File: config.mk
export PLATFORM = sky130hd
export DESIGN_NAME = gray_decoder_monitor
export DESIGN_NICKNAME = d
export VERILOG_FILES = /design/src/rtl/gray_decoder_monitor.sv
export SDC_FILE = /design/constraint.sdc
export NUM_CORES = 1
export LEC_CHECK = 0
export ABC_CLOCK_PERIOD_IN_PS = 6930
export BUFFER_PORTS_ARGS = -buffer_cell sky130_fd_sc_hd__buf_4
export CORE_ASPECT_RATIO = 1.1
export CORE_MARGIN = 5
export CORE_UTILIZATION = 60
export DETAILED_ROUTE_END_ITERATION = 7
export PLACE_DENSITY = 0.83
export SKIP_LAST_GASP = 1
export SLEW_MARGIN = 0
export SYNTH_ARGS = -nofsm -noshare
export SYNTH_HDL_FRONTEND = slang
export SYNTH_SLANG_ARGS = --single-unit
File: constraint.sdc
create_clock -name CLK -period 6.93 [get_ports CLK]
set_input_delay 1.386 -clock CLK [delete_from_list [all_inputs] [get_ports CLK]]
set_output_delay 1.386 -clock CLK [all_outputs]
set_load 0.005 [all_outputs]
File: src/rtl/gray_decoder_monitor.sv
// gray_decoder_monitor
// Receive side of a Gray counter link. The remote counter's Gray bus is brought
// into the CLK domain through a plain flop chain and decoded to binary. Each
// change is classified as an up step, a down step or an illegal jump. The block
// keeps lock state and a sticky error flag with a saturating error count.
//
// Ports
//   CLK      in   system clock, rising edge
//   RESETL   in   asynchronous active-low reset
//   GRAY_IN  in   [WIDTH] Gray count from the remote domain (asynchronous)
//   ENABLE   in   monitor enable; low returns the FSM to IDLE
//   CLR_ERR  in   one-cycle pulse clearing ERR and ERR_CNT
//   BIN_OUT  out  [WIDTH] last accepted value in binary
//   STEP     out  one-cycle pulse per accepted legal step
//   DIR      out  direction of the last accepted step (1 = up, 0 = down)
//   LOCKED   out  high while the FSM is in LOCKED
//   ERR      out  sticky illegal-transition flag
//   ERR_CNT  out  [8] illegal-transition count, saturating at 255
//
// SYNC_STAGES is intended to be 2 or 3.
module gray_decoder_monitor #(
    parameter int WIDTH       = 4,
    parameter int SYNC_STAGES = 2
) (
    input  logic             CLK,
    input  logic             RESETL,
    input  logic [WIDTH-1:0] GRAY_IN,
    input  logic             ENABLE,
    input  logic             CLR_ERR,
    output logic [WIDTH-1:0] BIN_OUT,
    output logic             STEP,
    output logic             DIR,
    output logic             LOCKED,
    output logic             ERR,
    output logic [7:0]       ERR_CNT
);

    typedef enum logic [1:0] {
        ST_IDLE = 2'd0,
        ST_ACQ  = 2'd1,
        ST_LOCK = 2'd2
    } state_t;

    localparam logic [WIDTH-1:0] ONE = {{(WIDTH-1){1'b0}}, 1'b1};

    // Gray to binary: each binary bit is the XOR of all Gray bits at or above it.
    function automatic logic [WIDTH-1:0] gray2bin(input logic [WIDTH-1:0] g);
        logic [WIDTH-1:0] b;
        b[WIDTH-1] = g[WIDTH-1];
        for (int i = WIDTH - 2; i >= 0; i--) begin
            b[i] = b[i+1] ^ g[i];
        end
        return b;
    endfunction

    logic [WIDTH-1:0] r_sync [SYNC_STAGES];
    state_t           r_state;
    logic [WIDTH-1:0] r_prev_g;
    logic [1:0]       r_stable_cnt;
    logic [WIDTH-1:0] r_bin;
    logic             r_step;
    logic             r_dir;
    logic             r_locked;
    logic             r_err;
    logic [7:0]       r_err_cnt;

    logic [WIDTH-1:0] w_g_s;
    logic [WIDTH-1:0] w_b;
    logic [WIDTH-1:0] w_prev_b;
    logic [WIDTH-1:0] w_inc;
    logic [WIDTH-1:0] w_dec;
    state_t           w_state_nxt;
    logic [WIDTH-1:0] w_prev_g_nxt;
    logic [1:0]       w_stable_cnt_nxt;
    logic [WIDTH-1:0] w_bin_nxt;
    logic             w_step_nxt;
    logic             w_dir_nxt;
    logic             w_illegal;
    logic             w_err_nxt;
    logic [7:0]       w_err_cnt_nxt;

    // Synchroniser chain: bare flops, nothing between stages.
    always_ff @(posedge CLK or negedge RESETL) begin
        if (!RESETL) begin
            for (int i = 0; i < SYNC_STAGES; i++) begin
                r_sync[i] <= '0;
            end
        end else begin
            r_sync[0] <= GRAY_IN;
            for (int i = 1; i < SYNC_STAGES; i++) begin
                r_sync[i] <= r_sync[i-1];
            end
        end
    end

    assign w_g_s    = r_sync[SYNC_STAGES-1];
    assign w_b      = gray2bin(w_g_s);
    assign w_prev_b = gray2bin(r_prev_g);
    assign w_inc    = w_prev_b + ONE;
    assign w_dec    = w_prev_b - ONE;

    // Next-state and datapath decisions for the acquisition/lock FSM.
    always_comb begin
        w_state_nxt      = r_state;
        w_prev_g_nxt     = r_prev_g;
        w_stable_cnt_nxt = r_stable_cnt;
        w_bin_nxt        = r_bin;
        w_step_nxt       = 1'b0;
        w_dir_nxt        = r_dir;
        w_illegal        = 1'b0;
        if (!ENABLE) begin
            w_state_nxt      = ST_IDLE;
            w_prev_g_nxt     = w_g_s;
            w_stable_cnt_nxt = 2'd0;
        end else begin
            case (r_state)
                ST_IDLE: begin
                    w_prev_g_nxt     = w_g_s;
                    w_stable_cnt_nxt = 2'd0;
                    w_state_nxt      = ST_ACQ;
                end
                ST_ACQ: begin
                    if (w_g_s == r_prev_g) begin
                        // Third equal sample (count reaching 2) completes acquisition.
                        if (r_stable_cnt == 2'd1) begin
                            w_stable_cnt_nxt = 2'd2;
                            w_state_nxt      = ST_LOCK;
                            w_bin_nxt        = w_prev_b;
                        end else begin
                            w_stable_cnt_nxt = r_stable_cnt + 2'd1;
                        end
                    end else begin
                        w_prev_g_nxt     = w_g_s;
                        w_stable_cnt_nxt = 2'd0;
                    end
                end
                ST_LOCK: begin
                    if (w_b == w_inc) begin
                        w_step_nxt   = 1'b1;
                        w_dir_nxt    = 1'b1;
                        w_bin_nxt    = w_b;
                        w_prev_g_nxt = w_g_s;
                    end else if (w_b == w_dec) begin
                        w_step_nxt   = 1'b1;
                        w_dir_nxt    = 1'b0;
                        w_bin_nxt    = w_b;
                        w_prev_g_nxt = w_g_s;
                    end else if (w_b != w_prev_b) begin
                        // A one-bit Gray change can still be a non-adjacent jump.
                        w_illegal        = 1'b1;
                        w_prev_g_nxt     = w_g_s;
                        w_stable_cnt_nxt = 2'd0;
                        w_state_nxt      = ST_ACQ;
                    end else begin
                        w_state_nxt = ST_LOCK;
                    end
                end
                default: begin
                    w_state_nxt      = ST_IDLE;
                    w_prev_g_nxt     = w_g_s;
                    w_stable_cnt_nxt = 2'd0;
                end
            endcase
        end
    end

    // Error flag and counter: an illegal event in the same cycle beats CLR_ERR.
    always_comb begin
        w_err_nxt     = r_err;
        w_err_cnt_nxt = r_err_cnt;
        if (w_illegal) begin
            w_err_nxt = 1'b1;
            if (CLR_ERR) begin
                w_err_cnt_nxt = 8'd1;
            end else if (r_err_cnt != 8'hFF) begin
                w_err_cnt_nxt = r_err_cnt + 8'd1;
            end else begin
                w_err_cnt_nxt = r_err_cnt;
            end
        end else if (CLR_ERR) begin
            w_err_nxt     = 1'b0;
            w_err_cnt_nxt = 8'd0;
        end else begin
            w_err_nxt     = r_err;
            w_err_cnt_nxt = r_err_cnt;
        end
    end

    // State and output registers.
    always_ff @(posedge CLK or negedge RESETL) begin
        if (!RESETL) begin
            r_state      <= ST_IDLE;
            r_prev_g     <= '0;
            r_stable_cnt <= 2'd0;
            r_bin        <= '0;
            r_step       <= 1'b0;
            r_dir        <= 1'b0;
            r_locked     <= 1'b0;
            r_err        <= 1'b0;
            r_err_cnt    <= 8'd0;
        end else begin
            r_state      <= w_state_nxt;
            r_prev_g     <= w_prev_g_nxt;
            r_stable_cnt <= w_stable_cnt_nxt;
            r_bin        <= w_bin_nxt;
            r_step       <= w_step_nxt;
            r_dir        <= w_dir_nxt;
            r_locked     <= (w_state_nxt == ST_LOCK);
            r_err        <= w_err_nxt;
            r_err_cnt    <= w_err_cnt_nxt;
        end
    end

    assign BIN_OUT = r_bin;
    assign STEP    = r_step;
    assign DIR     = r_dir;
    assign LOCKED  = r_locked;
    assign ERR     = r_err;
    assign ERR_CNT = r_err_cnt;

endmodule

==> out/metrics.yaml <==
outcome:
  status: "completed"
cts:
  cts_buffers: 5
  cts_tree: "yes"
  root_buffer: "clkbuf_4"
  clk_latency_ns: 0.33
  cts_resized: 0
  clk_pin_slew_ns: 0.10
  htreeDepth: 2
  post_cts_buffers: 0
  hold_buffers: 0
  ctsLongestPathBuffers: 2
  cts_sinks: 32
power:
  leakagePower_nw: 0.894
  swShare_pct: 27.6
  p_clk_share_pct: 34.7
  p_total_mw: 0.404
  p_sw_mw: 0.111
  p_seq_share_pct: 48.7
  ir_drop_mv: 0.158
  internal_power_mw: 0.293
  combPwrFrac_pct: 16.6
  powerDensity_mw_per_mm2: 199
global_route:
  antenna_found_initial: 0
  track_usage_pct: 18.8
  grt_max_degree: 33
  use_met3_pct: 4.33
  gr-total-overflow: 0
  use_met1_pct: 22.9
  grt_pass1_wl_um: 6280
  grt_busiest_layer: "met2"
  use_met2_pct: 32.6
  grt_pass1_vias: 1368
synthesis:
  yosysMostFrequentCell: "dfrtp_1"
  synth_area_leaders: "dfrtp_1 44%, xnor2_1 3.4%, or4_1 2.9%"
  ys_warn_count: 0
  synth_common_cells: "32 x dfrtp_1, 13 x nand2_1, 10 x inv_1"
  synth.distinct_cells: 51
  synth-main-ff-cell: "dfrtp_1"
  yosysSeqAreaShare_pct: 44.3
  async_flop_share_pct: 100
  synth_edf_count: 0
  yosys.area.top_type: "dfrtp_1"
  synth_cells: 181
  syn_nets: 192
  syn_area_mm2: 0.00181
  synth-seq-cells: 32
  syn_avg_cell_area_um2: 9.99
  synth_top_area_share_pct: 44.3
layout:
  nFillCells: 214
  layout-drive-gt1-share_pct: 19.7
  n_antenna_cell: 0
  final_nets: 208
  final_cells: 232
  final_util_pct: 68.4
  syn_to_final_growth_pct: 12.2
detailed_routing:
  dr.first_iter.drc_count: 61
  drcViolationCount: 0
  vias_per_cell: 6.22
  num_vias: 1442
  drtPass1Iterations: 4
  wire_per_inst_um: 15.7
  ant_nets: 0
  routed_wl_um: 3640
timing:
  post-route-period-util_pct: 45.9
  slew_headroom_pct: 43.3
  final.setup.worst_slack_ns: 3.75
  timing.final.max_slew_violations: 0
  final.setup.tns_ns: 0
  fmax_mhz: 315
  worstMarginPinSlew_ns: 0.839
  finalCriticalPeriod_ns: 3.18
  finalSetupViolCount: 0
  finalHoldViolCount: 0
  clock_skew_ns: 0.0109
  rsz0062_at_grt: "no"
worst_setup_path:
  slowest_delay_ns: 0.55
  cp.required_ns: 7.18
  r2r_setup_slack_ns: 3.75
  arrival_ns: 3.43
  crit_buf_inv: 1
  critical_path_class: "reg2reg"
  path_cells: "xnor2_1, inv_1, ha_1, xnor2_1, or4_1, o311a_1, a32o_2, or4_1, a21oi_1"
  r2r_cells: 9
  regToRegStartpoint: "r_prev_g[3]"
  cp_max_fo: 27
  worstSetupEndpointType: "flop"
  reg2reg_to: "ERR_CNT[5]"
  crit_slowest_cell: "or4_1"
  crit_path_start_kind: "flop"
  path_delay_family: "simple AND/OR/NAND/NOR gates"
hold_path:
  whs_path_depth: 0
  hold_class: "reg2reg"
  hp-start: "r_sync[4]"
  whs_endpoint: "w_g_s[0]"
floorplan:
  die_width_um: 62.3
  die-area_mm2: 0.00421
  core.rowCount: 21
  io_pins: 24
  start_util_pct: 60.9
  core_area_mm2: 0.00297
  die_h_um: 67.6
place:
  gp_congestion: 0.921
  io_buffers: 23
  dp_cells: 224
  place_hpwl_um: 2620
  dp_worst_setup_slack_ns: 3.59
flow_run:
  drv_cap: 0
cells by family (layout without fill, tap and decap cells):
group,Yosys count,after routing,synth area share [%]
AO/OA/AOI/OAI,41,41,17.8
XOR/XNOR,13,13,8.03
adder cells (fa/ha/maj),3,3,2.08
buffers and inverters,24,41,6.16
flip-flops,32,32,44.3
multiplexers,3,3,1.80
AND/OR/NAND/NOR,65,65,19.9
metrics by stage:
step	hold slack, ns	instance area [um^2]
2_1_floorplan	0.331	1810
3_3_place_gp	0.333	1950
3_5_place_dp	0.341	1950
4_1_cts	0.366	2030
5_1_grt	0.378	2030
6_report	0.362	2030
registers in the layout (all words and copies together) (netlist names):
signal        cells
LOCKED            1
DIR               1
r_prev_g          4
BIN_OUT           4
ERR_CNT           8
w_g_s             4
STEP              1
r_sync            4
ERR               1
r_state           2
r_stable_cnt      2
metal layers:
layer | vias to the layer above | wire, um | share of wire (%)
met5 | - | 0 | 0
met4 | 0 | 36 | 0.99
met3 | 6 | 195 | 5.4
met2 | 48 | 1860 | 51
met1 | 696 | 1540 | 42
li1 | 692 | - | -
area by class of cell:
class	count	area, um^2	share of cell area (%)
tap	34	42.5	2.10
clock buffer	5	37.5	1.85
inverter	10	37.5	1.85
multi-input combinational	125	896	44.1
clock inverter	3	42.5	2.10
sequential	32	801	39.5
timing repair buffer	23	173	8.51
how the worst max path moves through the flow:
stage | endpoint | start | cells past startpoint | slack [ns]
after CTS | ERR_CNT[5] | r_prev_g[3] | 9 | 3.75
after global placement | ERR_CNT[7] | ENABLE | 6 | 3.69
after detailed placement | ERR_CNT[5] | ENABLE | 6 | 3.59
after global routing | LOCKED | r_prev_g[3] | 9 | 3.52
final | ERR_CNT[5] | r_prev_g[3] | 9 | 3.75
after floorplan | r_prev_g[1] | ENABLE | 6 | 3.96
layout by cell type, fill, tap and decap left out, types with 2 or more instances in the layout:
cell      Yosys  final
nor3_1        3      3
nand2_1      13     13
nor2b_1       8      8
o22ai_1       2      2
nand3_1       8      8
a211oi_1      2      2
xnor2_1       7      7
o211ai_1      3      3
nor2_1        8      8
mux2_2        2      2
nand4_1       4      4
a21oi_1       7      7
clkbuf_4      0      5
ha_1          3      3
xor2_1        4      4
or4_1         7      7
o32ai_1       3      3
o21ai_0       4      4
a221oi_1      2      2
and2_1        2      2
buf_4         1     23
dfrtp_1      32     32
o31ai_1       5      5
inv_1        10     10
and3_1        4      4
worst reg2reg max path, stage by stage, from the launching register on:
cell and delay [ns]:
dfrtp_1 0.45, xnor2_1 0.25, inv_1 0.11, ha_1 0.36, xnor2_1 0.22, or4_1 0.43
o311a_1 0.15, a32o_2 0.40, or4_1 0.56, a21oi_1 0.18
power groups by stage:
stage | logic (mW) | clock network [mW] | registers [mW]
finish | 0.0671 | 0.140 | 0.197
global route | 0.0740 | 0.155 | 0.198
CTS | 0.0672 | 0.145 | 0.197
detailed placement | 0.0665 | 0 | 0.201
global placement | 0.0643 | 0 | 0.200
floorplan | 0.0598 | 0 | 0.197
No activity file was read; power rests on OpenSTA's default activity.
